`src/rtl/fp_add_arbiter.sv`:
```
// Round-robin share of one pipelined FP adder among N_REQ requesters; optional FP_ADD_ZERO_BYPASS_EN skips the adder when an operand is +-0.
// Latency LAT+2 from grant to rsp_valid; one grant per cycle, no backpressure from adder or response side.
module fp_add_arbiter #(
   parameter int WIDTH     = 32,
   parameter int WIDTH_exp = 8,
   parameter int WIDTH_mat = 23,
   parameter int N_REQ     = 4,
   parameter int LAT       = 3
) (
   input  logic                   CLK,
   input  logic                   RST,
   input  logic [N_REQ-1:0]       req_valid,
   input  logic [N_REQ*WIDTH-1:0] req_a,
   input  logic [N_REQ*WIDTH-1:0] req_b,
   output logic [N_REQ-1:0]       req_ready,
   output logic [WIDTH-1:0]       OP_L,
   output logic [WIDTH-1:0]       OP_S,
   output logic                   op_valid,
   input  logic [WIDTH-1:0]       add_res,
   output logic [N_REQ-1:0]       rsp_valid,
   output logic [WIDTH-1:0]       rsp_data,
   output logic                   busy
);
   localparam int MAG_W = WIDTH_exp + WIDTH_mat;
   localparam int IDX_W = $clog2(N_REQ);

   logic [IDX_W-1:0] ptr_q, ptr_d;
   logic             grant_vld;
   logic [IDX_W-1:0] grant_idx;
   int               cand;
   logic [WIDTH-1:0] a_sel, b_sel;
   logic             swap, issue;
   logic [WIDTH-1:0] op_l_q, op_s_q, rsp_dat_q, rsp_dat_d;
   logic             op_vld_q;
   logic [N_REQ-1:0] rsp_vld_q;
   logic             tag_vld_q [LAT+1];
   logic [IDX_W-1:0] tag_idx_q [LAT+1];

   always_comb begin
      grant_vld = 1'b0;
      grant_idx = '0;
      cand      = 0;
      if (!RST) begin
         for (int k = 0; k < N_REQ; k++) begin
            cand = (int'(ptr_q) + k) % N_REQ;
            if (!grant_vld && req_valid[cand]) begin
               grant_vld = 1'b1;
               grant_idx = IDX_W'(cand);
            end
         end
      end
      req_ready = '0;
      if (grant_vld) req_ready[grant_idx] = 1'b1;
      ptr_d = ptr_q;
      if (grant_vld) ptr_d = (grant_idx == IDX_W'(N_REQ-1)) ? '0 : grant_idx + IDX_W'(1);
   end

   // Magnitude ignores the sign bit; a tie keeps A on the large side.
   assign a_sel = req_a[grant_idx*WIDTH +: WIDTH];
   assign b_sel = req_b[grant_idx*WIDTH +: WIDTH];
   assign swap  = a_sel[MAG_W-1:0] < b_sel[MAG_W-1:0];

`ifdef FP_ADD_ZERO_BYPASS_EN
   logic             a_zero, b_zero, byp;
   logic [WIDTH-1:0] byp_dat;
   logic             tag_byp_q [LAT+1];
   logic [WIDTH-1:0] tag_dat_q [LAT+1];

   assign a_zero    = (a_sel[MAG_W-1:0] == '0);
   assign b_zero    = (b_sel[MAG_W-1:0] == '0);
   assign byp       = a_zero | b_zero;
   assign byp_dat   = (a_zero && !b_zero) ? b_sel : a_sel;
   assign issue     = grant_vld && !byp;
   assign rsp_dat_d = tag_byp_q[LAT] ? tag_dat_q[LAT] : add_res;

   // Bypass payload is qualified by tag_vld_q, so it needs no reset.
   always_ff @(posedge CLK) begin
      tag_byp_q[0] <= byp;
      tag_dat_q[0] <= byp_dat;
      for (int k = 1; k <= LAT; k++) begin
         tag_byp_q[k] <= tag_byp_q[k-1];
         tag_dat_q[k] <= tag_dat_q[k-1];
      end
   end
`else
   assign issue     = grant_vld;
   assign rsp_dat_d = add_res;
`endif

   always_ff @(posedge CLK) begin
      if (RST) begin
         ptr_q     <= '0;
         op_vld_q  <= 1'b0;
         op_l_q    <= '0;
         op_s_q    <= '0;
         rsp_vld_q <= '0;
         rsp_dat_q <= '0;
         for (int k = 0; k <= LAT; k++) begin
            tag_vld_q[k] <= 1'b0;
            tag_idx_q[k] <= '0;
         end
      end else begin
         ptr_q    <= ptr_d;
         op_vld_q <= issue;
         if (issue) begin
            op_l_q <= swap ? b_sel : a_sel;
            op_s_q <= swap ? a_sel : b_sel;
         end
         tag_vld_q[0] <= grant_vld;
         tag_idx_q[0] <= grant_idx;
         for (int k = 1; k <= LAT; k++) begin
            tag_vld_q[k] <= tag_vld_q[k-1];
            tag_idx_q[k] <= tag_idx_q[k-1];
         end
         rsp_vld_q <= '0;
         if (tag_vld_q[LAT]) begin
            rsp_vld_q[tag_idx_q[LAT]] <= 1'b1;
            rsp_dat_q                 <= rsp_dat_d;
         end
      end
   end

   always_comb begin
      busy = 1'b0;
      for (int k = 0; k <= LAT; k++) busy = busy | tag_vld_q[k];
   end

   assign OP_L      = op_l_q;
   assign OP_S      = op_s_q;
   assign op_valid  = op_vld_q;
   assign rsp_valid = rsp_vld_q;
   assign rsp_data  = rsp_dat_q;
endmodule

```
`config.mk`:
```
export PLATFORM = sky130hd
export DESIGN_NAME = fp_add_arbiter
export DESIGN_NICKNAME = d
export VERILOG_FILES = /design/src/rtl/fp_add_arbiter.sv
export SDC_FILE = /design/constraint.sdc
export NUM_CORES = 1
export LEC_CHECK = 0
export BUFFER_PORTS_ARGS = -buffer_cell sky130_fd_sc_hd__buf_2
export CORE_MARGIN = 2
export CORE_UTILIZATION = 30
export DETAILED_ROUTE_END_ITERATION = 10
export SLEW_MARGIN = 0
export SYNTH_ARGS = -nofsm -noshare
export SYNTH_HDL_FRONTEND = slang
export SYNTH_SLANG_ARGS = --single-unit
```
`constraint.sdc`:
```
create_clock -name CLK -period 12.7 [get_ports CLK]
set_input_delay 0.635 -clock CLK [delete_from_list [all_inputs] [get_ports CLK]]
set_output_delay 0.635 -clock CLK [all_outputs]
set_load 0.02 [all_outputs]
```
==> summary.txt, run 1 <==
=================================================================================================================
Maximum single-stage delay on the critical path                                                           0.75 ns
Count of standard-cell rows                                                                                    58
Post-route cell area                                                                                   10,300 µm²
Max stage delay cell, worst path                                                                           nor4_1
Largest delay share family, worst path                                                               simple AND/OR/NAND/NOR gates
CTS sink cnt                                                                                                  114
Initial antenna violation count                                                                                 0
Worst Path Arrival                                                                                        6.55 ns
Largest net degree at the start of global routing                                                             164
Maximum achievable frequency                                                                              160 MHz
Leading cell type in the layout, fill and taps excluded                                                     buf_2
Post-synth top area cell                                                                                  dfxtp_1
Critical path peak fanout                                                                                      83
Worst setup slack before clock tree synthesis                                                             6.06 ns
Vias after detailed routing                                                                                 7,930
Final RePlAce weighted congestion                                                                           0.853
Run status                                                                                           complete, no violations
Main combinational cell family by area after synthesis                                               compound AO/OA/AOI/OAI gates
Met3 track demand over resource in global routing                                                           4.72%
Kind of end point of the critical path                                                                       flop
Type of element launching the critical path                                                            input port
Compound-gate portion of the synthesized area                                                               23.2%
Cell Area, Synth                                                                                         7620 µm²
Flop2flop setup slack                                                                                     6.57 ns
Worst-case headroom to the max-slew limit                                                                   29.6%
Dominant register cell in the synthesized netlist                                                         dfxtp_1
Synthesized Nets                                                                                            1,234
Floorplan die area                                                                                     26,700 µm²
Fin. Hold Viols                                                                                                 0
Final routed DRC violation total                                                                                0
Remaining number of nets flagged by the antenna check after routing                                             0
Later-pin clock latency in the skew report                                                                0.41 ns
Cell Chain, Critical Path                                                                            buf_2 > or2_1 > nor3_4 > nor2_1 > and2_4 > buf_4 > o21ai_0 > ha_1 > and4_1 > nand4_1 > nor4_1 > nand2_1 > nor3_1 > a21boi_4 > buf_4 > o21ai_0 > a311oi_1
First-pass GRT wire length                                                                              40,500 µm
Busiest layer in global routing                                                                              met2
PnR worst setup slack                                                                                     6.46 ns
Data required time of the critical path                                                                  13.01 ns
Fraction of synthesized cell area taken by the top area cell type                                           30.0%
Worst hold path type                                                                                 flop to flop
Post CTS Setup Buffer Count                                                                                     0
Initial Util                                                                                                30.4%
Share of async-settable or async-resettable flops after synthesis                                              0%
Seq. cell area                                                                                           2280 µm²
TritonCTS clock tree                                                                                        built
Maximum clock insertion buffer count                                                                            2
Sum of overflow across all layers after global routing                                                          0
Total I/O pin count                                                                                           400
Final setup violating endpoints                                                                                 0
Top library cells by usage in the layout, fill and taps aside                                        buf_2 (398), dfxtp_1 (113), nor2_1 (103)
Number of CTS-inserted buffers                                                                                 17
Area of combinational cells with multiple inputs                                                         4930 µm²
Area growth syn-to-layout                                                                                   34.8%
Leading post-synthesis cells by cell area                                                            dfxtp_1 (30%), mux2i_1 (13%), a311oi_1 (6.7%)
Sequential area share after synthesis                                                                       30.0%
Simple-gate share of the synthesized area                                                                   17.4%
Final routed wirelength across all metal layers                                                         26,800 µm
Number of pins exceeding their max-slew limit in the final report                                               0
Area of the core                                                                                       25,000 µm²
Number of buffers added to fix hold violations after cts                                                        0
Parity-gate share of the synthesized area counting xor and xnor cells                                          0%
Number of cells upsized or downsized after cts                                                                  0
Final critical path time including I/O delays and setup                                                   6.24 ns
Worst path bufs/invs                                                                                            3
Mean routed wirelength per cell                                                                           16.9 µm
Number of buffers inserted by port buffering                                                                  399
Number of global-route vias before repair                                                                   7,487
Count of H-tree levels built during CTS                                                                         4
Overall die height                                                                                         163 µm
Power density normalized to cell area                                                                  143 nW/µm²
Share of layout cells above drive strength 1                                                                38.1%
Slew @ Worst Pin                                                                                          1.06 ns
Arithmetic-cell share of the synthesized area counting full adders, half adders and majority gates          5.58%
Gr usage total                                                                                              19.5%
Register bit total from synthesis                                                                             114
Detailed-placement wirelength estimate                                                                  20,600 µm
M1 GR Usage                                                                                                 24.3%
Period Utilization, post-route                                                                              49.1%
Worst voltage drop across the vdd grid                                                                  0.0614 mV
Number of optimization iterations in the first detailed-route pass                                              4
Count of flip-flops with a built-in enable after synthesis                                                      0
Fill cells                                                                                                  2,639
Synth Area per Inst                                                                                      8.41 µm²
MaxCap Viol Count                                                                                               0
Die width                                                                                                  163 µm
Drt via density                                                                                              5.00
Post-detailed-placement cell area                                                                        9720 µm²
Post-layout net count                                                                                       1,572
Clock-pin transition on the worst setup and hold timing paths                                             0.05 ns
Number of unique standard cell types used by synthesis                                                         45
Synthesized instance count                                                                                    906
Count of yosys warnings during synthesis                                                                        0
Clock root cell                                                                                         clkbuf_16
Met2 Resource Use GR                                                                                        33.4%
Worst Setup Path Type                                                                                input port to flop
Number of DRC violations after detailed-routing iteration 0                                                   488
RSZ-0062 raised after global routing                                                                           no
Leakage power of the design                                                                            0.00468 µW
Total negative setup slack                                                                                   0 ns
Post-route clock skew                                                                                  0.00701 ns
Multiplexer area fraction after synthesis                                                                   17.9%
=================================================================================================================
where the power goes:
| group | switching [µW] | internal (µW) | total, µW |
|---|---|---|---|
| Sequential | 31.4 | 415 | 446 |
| Clock | 178 | 267 | 445 |
| Combinational | 348 | 231 | 579 |
layer usage:
metal	up-vias	part of all wire [%]
met2	294	48
li1	4033	-
met1	3581	43
met4	0	1.5
met5	-	0
met3	22	7.0
per-stage QoR:
stage          hold slack, ns  util, %  instances  total power, µW
2_1_floorplan           0.414        -        906              837
3_3_place_gp            0.430     38.8       1555             1030
3_5_place_dp            0.426     38.8       1555             1040
4_1_cts                 0.443     41.0       1586             1490
5_1_grt                 0.459     41.0       1586             1570
6_report                0.440     41.0       1587             1470
flip-flops by register name (all words and copies together), names as in the netlist:
| register | flops |
|---|---|
| op_valid | 1 |
| tag_vld_q | 3 |
| OP_S | 32 |
| tag_idx_q | 8 |
| ptr_q | 2 |
| rsp_data | 32 |
| rsp_valid | 4 |
| OP_L | 32 |
cell type report:
| cell class | count | share of cell area, % |
|---|---|---|
| clock buffers | 18 | 4.18 |
| inverters | 9 | 0.329 |
| well taps | 330 | 4.02 |
| multi-input cells | 696 | 48.0 |
| repair buffers | 406 | 20.1 |
| diodes | 1 | 0.0244 |
| flip-flops and latches | 114 | 22.2 |
| clock inverters | 13 | 1.11 |
cells in the mapped netlist (2+ instances only):
cell type  count
and2_1         6
a21o_1        34
nor3_1         4
buf_6          4
mux2_2        32
nand3_1       30
buf_2         15
or3_1         30
nand2_1       40
a21oi_1       44
o21ai_1        5
ha_1          34
buf_8          2
nor4bb_1       3
nor2b_1       42
a311oi_1      58
buf_1          8
inv_1          9
nor2_1       103
a221oi_1       2
o21ai_0       61
buf_4          6
a31oi_1        5
dfxtp_1      114
clkbuf_1      52
mux2i_1      100
a211oi_1      38
nand4_1        3
o221ai_1       6
final timing paths:
kind / cells after the start / end / startpoint
setup reg to reg: 15 / OP_L[18] / ptr_q[1]
hold reg to reg: 1 / tag_idx_q[2][0] / tag_idx_q[1][0]
setup / recovery: 17 / OP_L[18] / req_valid[3]
hold / removal: 1 / tag_idx_q[2][0] / tag_idx_q[1][0]
logic make-up (layout without fill, tap and decap cells):
kind of cell | after synthesis | count (layout)
other | 0 | 1
flip-flops | 114 | 114
buffers and inverters | 96 | 446
adder cells (fa/ha/maj) | 34 | 34
multiplexers | 132 | 132
AND/OR/NAND/NOR | 270 | 270
AO/OA/AOI/OAI | 260 | 260
Power figures use the tool's default switching activity.
==> run 2, diff against run 1 <==
==> constraint.sdc (replaced) <==
create_clock -name CLK -period 6.3 [get_ports CLK]
set_input_delay 0.315 -clock CLK [delete_from_list [all_inputs] [get_ports CLK]]
set_output_delay 0.315 -clock CLK [all_outputs]
set_load 0.02 [all_outputs]
==> run 2 against run 1 <==
Effect of this change:
- core utilization increased by 0.56 points
- setup slack got worse by 5.7 ns
- largest power group unchanged
- sequential share of layout area decreased by 0.30 points
- highest routed layer unchanged
- global-route usage increased by 0.67 points
==> summary.txt, run 2 (synthesized netlist as in run 1, its figures left out) <==
==================================================================================
Number of cells upsized or downsized after cts                                   0
Post CTS Setup Buffer Count                                                      0
Later-pin clock latency in the skew report                                 0.41 ns
Critical path peak fanout                                                       65
Leakage power of the design                                             0.00475 µW
Clock-pin transition on the worst setup and hold timing paths              0.05 ns
Cells on Worst Hold Path                                                         3
Worst voltage drop across the vdd grid                                    0.134 mV
Share of the core filled with cells in the final layout                      41.6%
Overall die height                                                          163 µm
Vias after detailed routing                                                  7,937
Worst Reg2Reg Path Length in Cells                                              16
Run status                                                            complete, no violations
Maximum achievable frequency                                               181 MHz
End point of the worst hold path                                      rsp_data[16]
RSZ-0062 raised after global routing                                            no
Critical R2R Capture                                                       OP_L[0]
Number of buffers inserted by port buffering                                   399
Initial antenna violation count                                                  0
TritonCTS clock tree                                                         built
Final critical path time including I/O delays and setup                    5.51 ns
Leading cell type in the layout, fill and taps excluded                      buf_2
Detailed-placement wirelength estimate                                   21,100 µm
Mean routed wirelength per cell                                            17.3 µm
Post-route clock skew                                                   0.00752 ns
Number of global-route vias before repair                                    7,546
Number of optimization iterations in the first detailed-route pass               5
Drt via density                                                               4.99
First-pass GRT wire length                                               41,700 µm
Flop2flop setup slack                                                      0.79 ns
Final setup violating endpoints                                                  0
Top library cells by usage in the layout, fill and taps aside         buf_2 (398), dfxtp_1 (113), nor2_1 (103)
Total negative setup slack                                                    0 ns
Kind of end point of the critical path                                        flop
CTS sink cnt                                                                   114
Final routed DRC violation total                                                 0
Remaining number of nets flagged by the antenna check after routing              0
Worst hold path type                                                  input port to flop
Post-layout net count                                                        1,577
Final routed wirelength across all metal layers                          27,500 µm
Number of buffers added to fix hold violations after cts                         0
Share of layout cells above drive strength 1                                 38.3%
Final RePlAce weighted congestion                                            0.811
Largest net degree at the start of global routing                              104
Period Utilization, post-route                                               87.5%
Sum of overflow across all layers after global routing                           0
Clock root cell                                                          clkbuf_16
Reg-to-reg critical path startpoint                                       ptr_q[1]
Area growth syn-to-layout                                                    36.6%
Worst hold start                                                       add_res[16]
Number of CTS-inserted buffers                                                  17
Number of pins exceeding their max-slew limit in the final report                0
Non-filler instance count after layout                                       1,591
Antenna diode count                                                              0
Count of standard-cell rows                                                     58
Worst hold-check slack                                                    0.143 ns
Maximum clock insertion buffer count                                             2
Initial Util                                                                 30.4%
Total I/O pin count                                                            400
Count of H-tree levels built during CTS                                          4
Worst Setup Path Type                                                 flop to flop
Worst Path Arrival                                                         5.85 ns
Worst-case headroom to the max-slew limit                                    31.0%
MaxCap Viol Count                                                                0
Number of DRC violations after detailed-routing iteration 0                    446
Power Total                                                                3120 µW
Area of the core                                                        25,000 µm²
Floorplan die area                                                      26,700 µm²
Type of element launching the critical path                                   flop
Power density normalized to cell area                                   299 nW/µm²
Number of placed instances with taps included                                1,560
Gr usage total                                                               20.2%
Fin. Hold Viols                                                                  0
Data required time of the critical path                                    6.64 ns
Die width                                                                   163 µm
Slew @ Worst Pin                                                           1.03 ns
Startpoint of the most critical setup path                                ptr_q[1]
==================================================================================
-- run 2: cell count changes in the layout (fill, tap and decap cells not counted), moves of 2 or more --
cell	delta
clkinv_2	-3
buf_4	+3
buf_12	+2
bufinv_16	+3
-- run 2: worst max path at each step --
| stage | to | slack, ns | depth (start not counted) |
|---|---|---|---|
| global placement | OP_L[0] | 0.60 | 17 |
| CTS | OP_L[0] | 0.62 | 16 |
| global route | OP_L[0] | 0.37 | 16 |
| floorplan | OP_L[26] | 2.07 | 19 |
| finish | OP_L[0] | 0.79 | 16 |
| detailed placement | OP_L[0] | 0.56 | 17 |
-- run 2: cell type report --
class	count	area, µm²
clock buffers	19	443
inverters	9	33.8
fillers	2573	14600
flip-flops and latches	114	2280
well taps	330	413
multi-input cells	696	4930
repair buffers	411	2130
clock inverters	12	181
-- run 2: worst max-delay path, stage by stage (launching register included) --
cell      delay [ns]
dfxtp_1         0.41
and4bb_1        0.22
o21a_1          0.22
a211oi_4        0.28
buf_4           0.49
buf_4           0.42
mux2_2          0.37
o21ai_0         0.33
ha_1            0.21
nand3_1         0.10
o221ai_1        0.22
a21oi_1         0.09
o21ai_0         0.46
a21o_2          0.90
nor2_1          0.17
o221a_2         0.33
nor3_1          0.15
-- run 2: power breakdown --
group	leakage, µW	switching, µW	total (µW)	internal [µW]
clock	0.000292	354	1020	671
combinational	0.00352	714	1190	475
sequential	0.000939	66.2	902	836
total	0.00475	1130	3120	1980
-- run 2: per-layer routing --
layer  vias to the layer above  global-route usage (%)  routed length, µm
met5                         -                       0                  0
met4                         0                    4.42                265
met3                        17                    5.18               1870
met2                       283                    34.8              13400
met1                      3606                    25.2              12000
li1                       4031                       -                  -
-- run 2: metrics by stage --
| step | worst slack [ns] | cell area [µm²] |
|---|---|---|
| 6_report | 0.786 | 10400 |
| 5_1_grt | 0.365 | 10400 |
| 4_1_cts | 0.621 | 10400 |
| 3_5_place_dp | 0.560 | 9780 |
| 3_3_place_gp | 0.597 | 9780 |
| 2_1_floorplan | 2.07 | 7620 |
